[src/rtl/pool_frame_ctrl.sv]
// -----------------------------------------------------------------------------
// pool_frame_ctrl
// Frame sequencer for the 2x2 max-pool/ReLU stage. It sits between the conv
// engine and the pooler. It opens a frame on start and clears the pooler.
// Conv pixels are forwarded only while the frame is running. The block tracks
// the raster position of the next input pixel and counts the pooled results.
// It pulses frame_done on normal completion. Any out-of-frame traffic raises a
// sticky error.
//
// Ports
//   clk            clock, all state on rising edge
//   rst_n          synchronous reset, active low
//   start          1-cycle pulse, opens a frame (only honoured in IDLE)
//   abort          cancels the current frame (ignored in IDLE)
//   conv_valid     conv engine presents one pixel
//   relu_valid     pooler presents one pooled result
//   pool_valid_in  conv_valid gated by RUN
//   pool_rst_n     active-low synchronous clear to the pooler
//   out_valid      accepted relu_valid (RUN or DRAIN, count not yet full)
//   out_idx        raster index of the pooled result under out_valid
//   col, row       position of the next input pixel
//   busy           high in every state except IDLE
//   frame_done     1-cycle pulse on normal completion
//   seq_err        sticky out-of-frame traffic flag, cleared by an accepted start
// -----------------------------------------------------------------------------
module pool_frame_ctrl #(
  parameter int WIDTH   = 24,
  parameter int HEIGHT  = 24,
  parameter int COL_BIT = 5,
  parameter int ROW_BIT = 5,
  parameter int OUT_BIT = 8
) (
  input  logic               clk,
  input  logic               rst_n,
  input  logic               start,
  input  logic               abort,
  input  logic               conv_valid,
  input  logic               relu_valid,
  output logic               pool_valid_in,
  output logic               pool_rst_n,
  output logic               out_valid,
  output logic [OUT_BIT-1:0] out_idx,
  output logic [COL_BIT-1:0] col,
  output logic [ROW_BIT-1:0] row,
  output logic               busy,
  output logic               frame_done,
  output logic               seq_err
);

  localparam int TOTAL = (WIDTH / 2) * (HEIGHT / 2);
  localparam logic [COL_BIT-1:0] COL_LAST  = COL_BIT'(WIDTH - 1);
  localparam logic [ROW_BIT-1:0] ROW_LAST  = ROW_BIT'(HEIGHT - 1);
  // One spare bit so the counter can hold TOTAL even when TOTAL == 2^OUT_BIT.
  localparam logic [OUT_BIT:0]   CNT_TOTAL = (OUT_BIT + 1)'(TOTAL);

  typedef enum logic [2:0] {
    S_IDLE  = 3'd0,
    S_CLEAR = 3'd1,
    S_RUN   = 3'd2,
    S_DRAIN = 3'd3,
    S_DONE  = 3'd4,
    S_ABORT = 3'd5
  } state_e;

  state_e             state_q, state_d;
  logic [COL_BIT-1:0] col_q, col_d;
  logic [ROW_BIT-1:0] row_q, row_d;
  logic [OUT_BIT:0]   cnt_q, cnt_d;
  logic               err_q, err_d;

  logic in_run_s, in_drain_s, cnt_full_s, relu_ok_s, err_now_s;

  assign in_run_s   = (state_q == S_RUN);
  assign in_drain_s = (state_q == S_DRAIN);
  assign cnt_full_s = (cnt_q == CNT_TOTAL);
  assign relu_ok_s  = relu_valid & (in_run_s | in_drain_s) & ~cnt_full_s;
  assign err_now_s  = (conv_valid & ~in_run_s)
                    | (relu_valid & ~(in_run_s | in_drain_s))
                    | (relu_valid & cnt_full_s);

  // Next-state logic for the FSM, raster counters, output count and error flag.
  always_comb begin
    state_d = state_q;
    col_d   = col_q;
    row_d   = row_q;
    cnt_d   = cnt_q;
    err_d   = err_q | err_now_s;

    if (relu_ok_s) begin
      cnt_d = cnt_q + {{OUT_BIT{1'b0}}, 1'b1};
    end else begin
      cnt_d = cnt_q;
    end

    case (state_q)
      S_IDLE: begin
        if (start) begin
          state_d = S_CLEAR;
          col_d   = {COL_BIT{1'b0}};
          row_d   = {ROW_BIT{1'b0}};
          cnt_d   = {(OUT_BIT + 1){1'b0}};
          err_d   = 1'b0;
        end else begin
          state_d = S_IDLE;
        end
      end
      S_CLEAR: state_d = S_RUN;
      S_RUN: begin
        if (conv_valid) begin
          if (col_q == COL_LAST) begin
            col_d = {COL_BIT{1'b0}};
            if (row_q == ROW_LAST) begin
              row_d   = {ROW_BIT{1'b0}};
              state_d = S_DRAIN;
            end else begin
              row_d = row_q + {{(ROW_BIT - 1){1'b0}}, 1'b1};
            end
          end else begin
            col_d = col_q + {{(COL_BIT - 1){1'b0}}, 1'b1};
          end
        end else begin
          state_d = S_RUN;
        end
      end
      // The registered count is checked, so a count completed on the last
      // input edge still spends one cycle here.
      S_DRAIN: begin
        if (cnt_full_s) begin
          state_d = S_DONE;
        end else begin
          state_d = S_DRAIN;
        end
      end
      S_DONE:  state_d = S_IDLE;
      S_ABORT: state_d = S_IDLE;
      default: state_d = S_IDLE;
    endcase

    // Abort overrides every transition out of a busy state.
    if (abort && (state_q != S_IDLE)) begin
      state_d = S_ABORT;
      col_d   = {COL_BIT{1'b0}};
      row_d   = {ROW_BIT{1'b0}};
      cnt_d   = {(OUT_BIT + 1){1'b0}};
    end else begin
      state_d = state_d;
    end
  end

  // State and counter registers with synchronous active-low reset.
  always_ff @(posedge clk) begin
    if (!rst_n) begin
      state_q <= S_IDLE;
      col_q   <= {COL_BIT{1'b0}};
      row_q   <= {ROW_BIT{1'b0}};
      cnt_q   <= {(OUT_BIT + 1){1'b0}};
      err_q   <= 1'b0;
    end else begin
      state_q <= state_d;
      col_q   <= col_d;
      row_q   <= row_d;
      cnt_q   <= cnt_d;
      err_q   <= err_d;
    end
  end

  assign pool_valid_in = conv_valid & in_run_s;
  assign pool_rst_n    = rst_n & ~((state_q == S_CLEAR) | (state_q == S_ABORT));
  assign out_valid     = relu_ok_s;
  assign out_idx       = cnt_q[OUT_BIT-1:0];
  assign col           = col_q;
  assign row           = row_q;
  assign busy          = (state_q != S_IDLE);
  assign frame_done    = (state_q == S_DONE);
  assign seq_err       = err_q;

endmodule

[config.mk]
export PLATFORM = sky130hd
export DESIGN_NAME = pool_frame_ctrl
export DESIGN_NICKNAME = d
export VERILOG_FILES = /design/src/rtl/pool_frame_ctrl.sv
export SDC_FILE = /design/constraint.sdc
export NUM_CORES = 1
export LEC_CHECK = 0
export ABC_AREA = 1
export BUFFER_PORTS_ARGS = -buffer_cell sky130_fd_sc_hd__buf_2
export CORE_MARGIN = 5
export CORE_UTILIZATION = 58
export CTS_BUF_LIST = sky130_fd_sc_hd__clkbuf_8 sky130_fd_sc_hd__clkbuf_16
export DETAILED_ROUTE_END_ITERATION = 12
export PLACE_DENSITY = 0.84
export SLEW_MARGIN = 20
export SYNTH_ARGS = -nofsm -noshare
export SYNTH_HDL_FRONTEND = slang
export SYNTH_SLANG_ARGS = --single-unit
[constraint.sdc]
create_clock -name clk -period 2.5 [get_ports clk]
set_input_delay 0.25 -clock clk [delete_from_list [all_inputs] [get_ports clk]]
set_output_delay 0.25 -clock clk [all_outputs]
set_load 0.05 [all_outputs]
==> key figures, run 1 <==
STA
  – Final hold violations: 0
  – Post-layout min period: 2.042 ns
  – Final setup violation count: 0
  – Pins Over Slew Limit: 0
  – RSZ-0062 raised after global routing: false
  – Slew @ Worst Pin: about 0.36 ns
  – Rel. slew slack: about three quarters
  – Fin crit share: roughly four fifths
  – WHS: just over 0.3 ns
  – Fmax: between 400 and 500 MHz
  – Final Skew: slightly below 0.009 ns
  – Setup TNS Final: 0 ns

CTS
  – Worst-path clk slew: approximately 0.080 ns
  – Post-CTS Setup Inserts: 0
  – Skew-Pair Late Insertion Delay: ~0.27 ns
  – Clk buf depth: 2
  – H-tree depth: 1
  – CTS tree: built
  – Cts hold-fix bufs: 0
  – Clk root buf: clkbuf_8
  – Post-CTS sizing: 0
  – Total CTS buffers: 3
  – Clock Sinks: 23

Min path
  – Min-Delay Path Depth: 3
  – HP Class: input port to register

Placement
  – Placer Congestion: a little over 0.8
  – Detailed Place HPWL: about 2300 microns
  – Port bufs: 29

Final layout
  – Final net count: 253
  – # fillers: between 200 and 250
  – Antenna diode count: 0
  – Share of cells above drive strength 1: between 20% and 30%
  – Synthesis-to-layout area growth: 9.983%

Synthesis
  – Count leader, synth: nand2_1
  – Post-synth EDFFs: 0
  – Register bit total from synthesis: 23
  – Synth Cell Area: roughly 0.0015 sq mm
  – Largest cells by area after synthesis: dfxtp_1 31%, nand2_1 12%, nor2_1 8.3%, inv_1 7.3%, a21oi_1 5.7%
  – Mapped Avg Cell Area: 6.841 sq um
  – Seq/Total Area, Yosys: 30.87%
  – Cell variety after synth: 25
  – Syn Nets: between 200 and 250
  – Mapped Cells: about 220
  – Dominant synthesized flop cell: dfxtp_1
  – Post-synth top cells: 46 x nand2_1, 33 x nor2_1, 29 x inv_1
  – Synth area leader: dfxtp_1
  – Number of synthesis warnings: 0
  – Post-synth top area share: around 30%
  – Async set or reset register ratio after synthesis: 0%

Route
  – # DRC: 0
  – Antenna Violating Nets Remaining: 0
  – Drt total wl: between 3000 and 4000 microns
  – Via density per instance: approximately 4.9
  – DR vias: between 1k and 1.5k
  – Drt wl/cell: ~11 microns
  – 1st-iter DRT viols: 54
  – First drt pass iteration count: 4

Global route
  – GRT Overall Usage: a little under a fifth
  – First-pass GRT wire length: 5306 microns
  – Total global routing overflow: 0
  – Largest net degree at the start of global routing: 14
  – Number of global-route vias before repair: between 1k and 1.5k
  – Initial antenna violation count: 0

Floorplanning
  – CORE AREA: ~0.0025 sq mm
  – Die Ht: approximately 61 microns
  – Chip Width: 60.71 microns
  – DIE AREA: between 0.003 and 0.004 sq mm
  – Initial core utilization: 60.20%
  – Rows: 18
  – I/O pins: 30

Setup path
  – CP arrival: approximately 1.8 ns
  – R2R cell count: 9
  – Crit path max fanout: 8
  – Setup crit end kind: output port
  – WP data required: ~2.3 ns
  – CP Class: register to output port
  – CP Launch Type: register

Power and ir drop
  – P_int: roughly 0.00072 W
  – Psw: ~0.00072 W
  – Clock power frac: around 17%
  – Worst IR Drop VDD: just over 0.0007 V
  – Flop pwr share: 32.3%
  – Combinational power share: 51.2%
  – PD cells: a little under 900 mW/mm^2
  – Switching fraction of total power: 50.19%
  – Leak: 0.8223 nW

Outcome
  – Status: finished, final reports clean

Run
  – Max_cap viols: 0
## placed cells by master, fill, tap and decap left out
cell and count:
nand4_4 1, nand4_1 6, nand2_2 5, buf_2 29
ha_1 4, nor3_1 2, xor2_1 1, nand3_4 1
inv_1 29, nor2_4 1, nand3_1 12, nor2_8 2
dfxtp_1 23, inv_2 6, o21ai_2 1, nand2_1 46
clkinv_2 1, nand3_2 3, o21ai_0 5, a21oi_1 17
clkbuf_8 3, nand2_4 4, nor2_1 33, a21oi_2 1
inv_4 2, o21ai_1 4
## power groups by stage
| stage | Sequential, W | Combinational [W] | Clock, W |
|---|---|---|---|
| floorplan | 0.000550 | 0.000563 | 0 |
| global placement | 0.000474 | 0.000728 | 0 |
| detailed placement | 0.000474 | 0.000738 | 0 |
| CTS | 0.000466 | 0.000742 | 0.000242 |
| global route | 0.000473 | 0.000811 | 0.000257 |
| finish | 0.000465 | 0.000737 | 0.000237 |
## cell type report
class	count	area, sq um	area share [%]
clock buffer	3	41.29	2.517
clock inverter	1	5.005	0.3051
inverter	37	143.9	8.772
multi-input combinational	149	807.0	49.20
sequential	23	460.4	28.07
tap	30	37.54	2.288
timing repair buffer	29	145.1	8.848
## flip-flops by register name (all words and copies together) (netlist names)
register / cells
cnt_q: 9
col: 5
row: 5
state_q: 3
seq_err: 1
## stage by stage
step / cells / instance area, sq um / worst slack (ns) / util (%) / total power [W]
3_3_place_gp: 268 / 1594 / 0.8357 / 64.34 / 0.001201
3_5_place_dp: 268 / 1594 / 0.7627 / 64.34 / 0.001212
2_1_floorplan: 218 / 1491 / 0.6466 / - / 0.001113
5_1_grt: 272 / 1640 / 0.3017 / 66.21 / 0.001541
4_1_cts: 272 / 1640 / 0.4672 / 66.21 / 0.001449
6_report: 272 / 1640 / 0.4584 / 66.21 / 0.001440
## path summary, 6_finish.rpt
path | startpoint | end | slack [ns]
setup reg to reg | cnt_q[0] | cnt_q[2] | 0.94
hold / removal | rst_n | state_q[0] | 0.31
setup / recovery | cnt_q[0] | out_valid | 0.46
hold reg to reg | cnt_q[4] | cnt_q[4] | 0.51
## logic make-up (layout without fill, tap and decap cells)
logic type | after synthesis | count (layout) | share of synthesized area, %
simple gates | 116 | 116 | 40.27
buf+inv | 46 | 70 | 15.02
compound gates | 28 | 28 | 9.899
flops | 23 | 23 | 30.87
fa+ha+maj | 4 | 4 | 3.356
xor+xnor | 1 | 1 | 0.5874
## worst max-delay path: stages (launching register included)
cell     delay (ns)
dfxtp_1        0.35
inv_1          0.12
ha_1           0.15
nand2_1        0.05
nor2_1         0.21
nand2_2        0.16
nand2_2        0.17
inv_1          0.10
buf_2          0.22
## per-layer routing
metal	wire (microns)	vias up	track usage, %
met5	0	-	0
met2	1312	37	27.18
li1	-	730	-
met1	1479	555	26.52
met4	34	0	8.978
met3	199	4	2.979
(Power assumes the default switching activity.)
==> run 2, diff against run 1 <==
Settings changed: ABC_AREA 1 to 0, CORE_UTILIZATION 58 to 47, PLACE_DENSITY 0.84 to 0.74.
Clock period 2.5 ns to 1.8 ns, I/O delays scaled along.
==> key figures, run 2 <==
Outcome
  – Status: finished, final reports clean

Min path
  – WHS Endpoint: seq_err
  – Min-Delay Path Depth: 3
  – HP Class: input port to register
  – Hold Crit Start: rst_n

Global route
  – Total global routing overflow: 0
  – Largest net degree at the start of global routing: 17
  – First-pass GRT wire length: between 5000 and 6000 microns
  – Number of global-route vias before repair: 1201
  – Initial antenna violation count: 0
  – GRT Overall Usage: between 15 and 20%

CTS
  – Clk buf depth: 2
  – CTS tree: built
  – Worst-path clk slew: ~0.090 ns
  – Total CTS buffers: 3
  – Skew-Pair Late Insertion Delay: around 0.27 ns
  – Clock Sinks: 23
  – Clk root buf: clkbuf_8
  – H-tree depth: 1
  – Post-CTS Setup Inserts: 0
  – Cts hold-fix bufs: 0

Route
  – Drt total wl: roughly 3000 microns
  – 1st-iter DRT viols: 90
  – First drt pass iteration count: 4
  – Antenna Violating Nets Remaining: 0
  – Drt wl/cell: 14.29 microns
  – Via density per instance: 5.718
  – DR vias: around 1.2k
  – # DRC: 0

Synthesis
  – Largest cells by area after synthesis: dfxtp_1 36%, xor2_1 4.8%, buf_4 4.7%, a21oi_1 4.3%, nor2_1 4.1%
  – Synth area leader: dfxtp_1
  – Cell variety after synth: 42
  – Post-synth EDFFs: 0
  – Mapped Avg Cell Area: 8.607 sq um
  – Post-synth top cells: 23 x dfxtp_1, 14 x nor2_1, 11 x a21oi_1
  – Count leader, synth: dfxtp_1
  – Synth Cell Area: 0.001282 sq mm
  – Mapped Cells: 149
  – Async set or reset register ratio after synthesis: 0%
  – Dominant synthesized flop cell: dfxtp_1
  – Number of synthesis warnings: 0
  – Seq/Total Area, Yosys: 35.90%
  – Post-synth top area share: between 30% and 40%
  – Register bit total from synthesis: 23
  – Syn Nets: approximately 160

Run
  – Max_cap viols: 0

Power and ir drop
  – Leak: between 0.6 and 0.7 nW
  – PD cells: roughly 900 mW/mm^2
  – Worst IR Drop VDD: 0.0007636 V
  – Design Power: 0.001422 W

STA
  – Final setup violation count: 0
  – Final Skew: about 0.0076 ns
  – Fin crit share: approximately 97%
  – WHS: 0.1829 ns
  – Slew @ Worst Pin: approximately 0.46 ns
  – Final hold violations: 0
  – Post-layout min period: 1.740 ns
  – Fmax: between 500 and 600 MHz
  – Pins Over Slew Limit: 0
  – Rel. slew slack: 69.00%
  – RSZ-0062 raised after global routing: false
  – Setup TNS Final: 0 ns

Setup path
  – WP data required: 1.95 ns
  – R2r setup slk: between 0.05 and 0.06 ns
  – CP Class: register to register
  – CP arrival: ~1.9 ns
  – Setup crit end kind: register
  – Critical R2R Capture: row[3]
  – CP Launch Type: register
  – Crit path max fanout: 5
  – Worst flop-to-flop path startpoint: col[0]
  – R2R cell count: 5

Final layout
  – Share of cells above drive strength 1: between 30% and 40%
  – # fillers: ~230
  – Commonest cells after routing, fill and taps aside: 28 x buf_2, 20 x dfxtp_1, 14 x nor2_1
  – Commonest non-fill, non-tap cell in the layout: buf_2
  – Antenna diode count: 0
  – Max reg flops: 9
  – Final net count: 189
  – Reg with most FFs: cnt_q
  – Final Instance Area: 0.001540 sq mm
  – Synthesis-to-layout area growth: 20.10%

Floorplanning
  – CORE AREA: around 0.0027 sq mm
  – Initial core utilization: between 40 and 50%
  – Die Ht: between 60 and 70 microns
  – DIE AREA: between 0.003 and 0.004 sq mm
  – Chip Width: between 60 and 70 microns
  – Rows: 19
  – I/O pins: 30

Placement
  – Placer Congestion: between 0.8 and 0.9
  – Port bufs: 29
  – Detailed Place HPWL: 2276 microns
  – Area after DPL: 0.001484 sq mm
[run 2: cell count changes after synthesis, moves of 5 or more]
cell and change:
nor2_1 -19, xor2_1 +6, inv_1 -25, a21oi_1 -6
inv_2 -6, nand2_2 -5, nand2_1 -38
[run 2: stage by stage]
stage                     setup WS (ns)  util [%]  std cells
after floorplan                -0.09031         -        149
after global placement           0.1690     55.24        205
after detailed placement        0.09394     55.24        205
after CTS                       0.01754     56.96        209
after global routing           0.002493     57.34        209
final                           0.05974     57.34        209
[run 2: worst max-delay path, stage by stage (launching register included)]
cell      delay (ns)
dfxtp_2         0.37
ha_1            0.29
nand4b_4        0.17
a2111o_1        0.49
o21ai_0         0.21
a21oi_1         0.09
[run 2: how the worst max path moves through the flow]
stage / startpoint / end / slack (ns) / depth (start not counted)
after floorplan: state_q[0] / state_q[0] / -0.09 / 4
after global placement: col[0] / row[3] / 0.17 / 5
after detailed placement: col[0] / row[1] / 0.09 / 5
after CTS: cnt_q[0] / out_valid / 0.02 / 6
after global routing: cnt_q[1] / out_valid / 0.002 / 6
final: col[0] / row[3] / 0.06 / 5
[run 2: logic make-up after synthesis]
group                    synth area share (%)
AO/OA/AOI/OAI                           14.34
buffers and inverters                   7.414
flip-flops                              35.90
adder cells (fa/ha/maj)                 3.903
AND/OR/NAND/NOR                         30.73
XOR/XNOR                                6.147
multiplexers                            1.561
[run 2: report_power, final]
part           internal, W  total (W)  leakage [nW]  switching [W]
logic             0.000160   0.000519         0.472       0.000358
registers         0.000540   0.000570         0.188      0.0000293
clock network     0.000155   0.000333        0.0255       0.000178
[run 2: what timing repair did]
item	CTS	global route
gates resized for setup	0	4
endpoints found under the setup margin	0	1
endpoints found under the hold margin	0	0
[run 2: cell type report]
class / instances / area [sq um] / area share, %
clock buffers: 3 / 41.29 / 2.681
clock inverters: 1 / 5.005 / 0.3249
inverters: 4 / 15.01 / 0.9748
multi-input cells: 109 / 760.7 / 49.39
flip-flops and latches: 23 / 464.2 / 30.14
well taps: 31 / 38.79 / 2.518
repair buffers: 38 / 215.2 / 13.97
[run 2: metal layers]
layer	GRT usage (%)	routed length, microns
met2	27.20	1415
met3	3.063	111
met4	6.504	44
met5	0	0
met1	20.95	1416
==> run 3, diff against run 2 <==
--- a/config.mk
+++ b/config.mk
@@ -13,4 +13,5 @@
 export DETAILED_ROUTE_END_ITERATION = 12
 export PLACE_DENSITY = 0.74
+export RECOVER_POWER = 100
 export SLEW_MARGIN = 20
 export SYNTH_ARGS = -nofsm -noshare
==> constraint.sdc (replaced) <==
create_clock -name clk -period 1.8 [get_ports clk]
set_input_delay 0.18 -clock clk [delete_from_list [all_inputs] [get_ports clk]]
set_output_delay 0.18 -clock clk [all_outputs]
set_load 0.01 [all_outputs]
==> key figures, run 3 (synthesis results as in run 2) <==
Outcome
  – Status: finished, final reports clean

Placement
  – Port bufs: 29
  – Area after DPL: roughly 0.0015 sq mm
  – Detailed Place HPWL: roughly 2300 microns
  – Placer Congestion: 0.8235

Power and ir drop
  – PD cells: 868.7 mW/mm^2
  – Design Power: 0.001289 W
  – Worst IR Drop VDD: just under 0.0006 V
  – Leak: slightly below 0.6 nW

CTS
  – Clock Sinks: 23
  – Skew-Pair Late Insertion Delay: about 0.26 ns
  – H-tree depth: 1
  – Worst-path clk slew: 0.08 ns
  – Clk root buf: clkbuf_8
  – Total CTS buffers: 3
  – Clk buf depth: 2
  – CTS tree: built

Final layout
  – # fillers: ~280
  – Final net count: 190
  – Multi-input gate area: ~740 sq um
  – Final Instance Area: around 0.0015 sq mm
  – Max reg flops: 9
  – Post-layout util: between 50% and 60%
  – Sequential Area: between 400 and 500 sq um
  – Reg with most FFs: cnt_q
  – Synthesis-to-layout area growth: 15.71%
  – Share of cells above drive strength 1: between 15 and 20%
  – Commonest cells after routing, fill and taps aside: 22 x dfxtp_1, 22 x clkbuf_1, 14 x nor2_1
  – Antenna diode count: 0

STA
  – Post-layout min period: about 1.7 ns
  – Rel. slew slack: 69.90%
  – Fin crit share: between 90 and 100%
  – Fmax: 600.1 MHz
  – Final Skew: roughly 0.0017 ns
  – RSZ-0062 raised after global routing: false
  – Setup TNS Final: 0 ns
  – Slew @ Worst Pin: approximately 0.45 ns
  – Pins Over Slew Limit: 0
  – Final hold violations: 0
  – Final setup violation count: 0

Route
  – # DRC: 0
  – 1st-iter DRT viols: 30
  – Antenna Violating Nets Remaining: 0
  – First drt pass iteration count: 4
  – Drt total wl: slightly above 3000 microns
  – DR vias: roughly 1.2k
  – Via density per instance: between 5 and 6
  – Drt wl/cell: around 14 microns

Global route
  – Largest net degree at the start of global routing: 17
  – Total global routing overflow: 0
  – Initial antenna violation count: 0
  – First-pass GRT wire length: a little over 5000 microns
  – GRT Overall Usage: approximately 15%
  – Number of global-route vias before repair: ~1.2k

Setup path
  – CP Cell Sequence: ha_2 > nand4b_4 > a2111o_1 > o21ai_0 > a21oi_1
  – CP peak stage delay: about 0.49 ns
  – CP arrival: 1.80 ns
  – Slowest CP cell: a2111o_1
  – WP data required: just under 2 ns
  – CP Launch Type: register
  – Crit path max fanout: 5
  – CP Class: register to register
  – Setup crit end kind: register

Run
  – Max_cap viols: 0

Floorplanning
  – Initial core utilization: between 40% and 50%
  – I/O pins: 30
  – CORE AREA: about 0.0027 sq mm
  – DIE AREA: just under 0.004 sq mm
  – Die Ht: about 62 microns
  – Chip Width: roughly 62 microns
  – Rows: 19

Min path
  – HP Class: input port to register
-- run 3: report_power, final --
group | internal (W) | switching, W | total, W
sequential | 0.000539 | 0.0000295 | 0.000568
combinational | 0.000162 | 0.000246 | 0.000407
clock | 0.000152 | 0.000161 | 0.000313
total | 0.000853 | 0.000436 | 0.00129
-- run 3: per-stage QoR --
| stage | instances | hold WS, ns | setup slack [ns] |
|---|---|---|---|
| 2_1_floorplan | 149 | 0.2961 | 0.1128 |
| 3_3_place_gp | 206 | 0.4594 | 0.1135 |
| 3_5_place_dp | 206 | 0.4607 | 0.06916 |
| 4_1_cts | 210 | 0.1834 | 0.05501 |
| 5_1_grt | 210 | 0.1871 | 0.02200 |
| 6_report | 210 | 0.1864 | 0.1336 |
-- run 3: area by class of cell --
class                      count  share of cell area, %
timing repair buffer          39                  12.14
clock buffer                   3                  2.782
clock inverter                 1                 0.2530
sequential                    23                  31.11
inverter                       4                  1.012
multi-input combinational    109                  50.08
tap                           31                  2.614
-- run 3: timing repair --
item,in CTS,in global routing
gates resized for setup,2,3
buffers inserted,0,0
hold buffers,0,0
pin swaps,0,0
hold endpoints to repair,0,0
setup endpoints to repair,1,7
-- run 3: path summary, 6_finish.rpt --
| kind | startpoint | end | slack, ns | cells after the start |
|---|---|---|---|---|
| setup / recovery | col[1] | row[3] | 0.13 | 5 |
| hold / removal | rst_n | seq_err | 0.19 | 3 |
| setup reg to reg | col[1] | row[3] | 0.13 | 5 |
| hold reg to reg | col[1] | col[1] | 0.50 | 2 |
-- run 3: metal layers --
| layer | wire, microns | GRT usage (%) | up-vias |
|---|---|---|---|
| li1 | - | - | 597 |
| met1 | 1214 | 16.41 | 591 |
| met3 | 155 | 3.243 | 4 |
| met2 | 1624 | 28.89 | 36 |
| met5 | 0 | 0 | - |
| met4 | 32 | 5.420 | 0 |
-- run 3: worst max-delay path: cells and delay by family, from the launching register on --
family,cells,cell delay (ns)
AOI/OAI and AO/OA,3,0.75
and+or+nand+nor,1,0.14
DFF,1,0.38
adders and majority gates,1,0.26
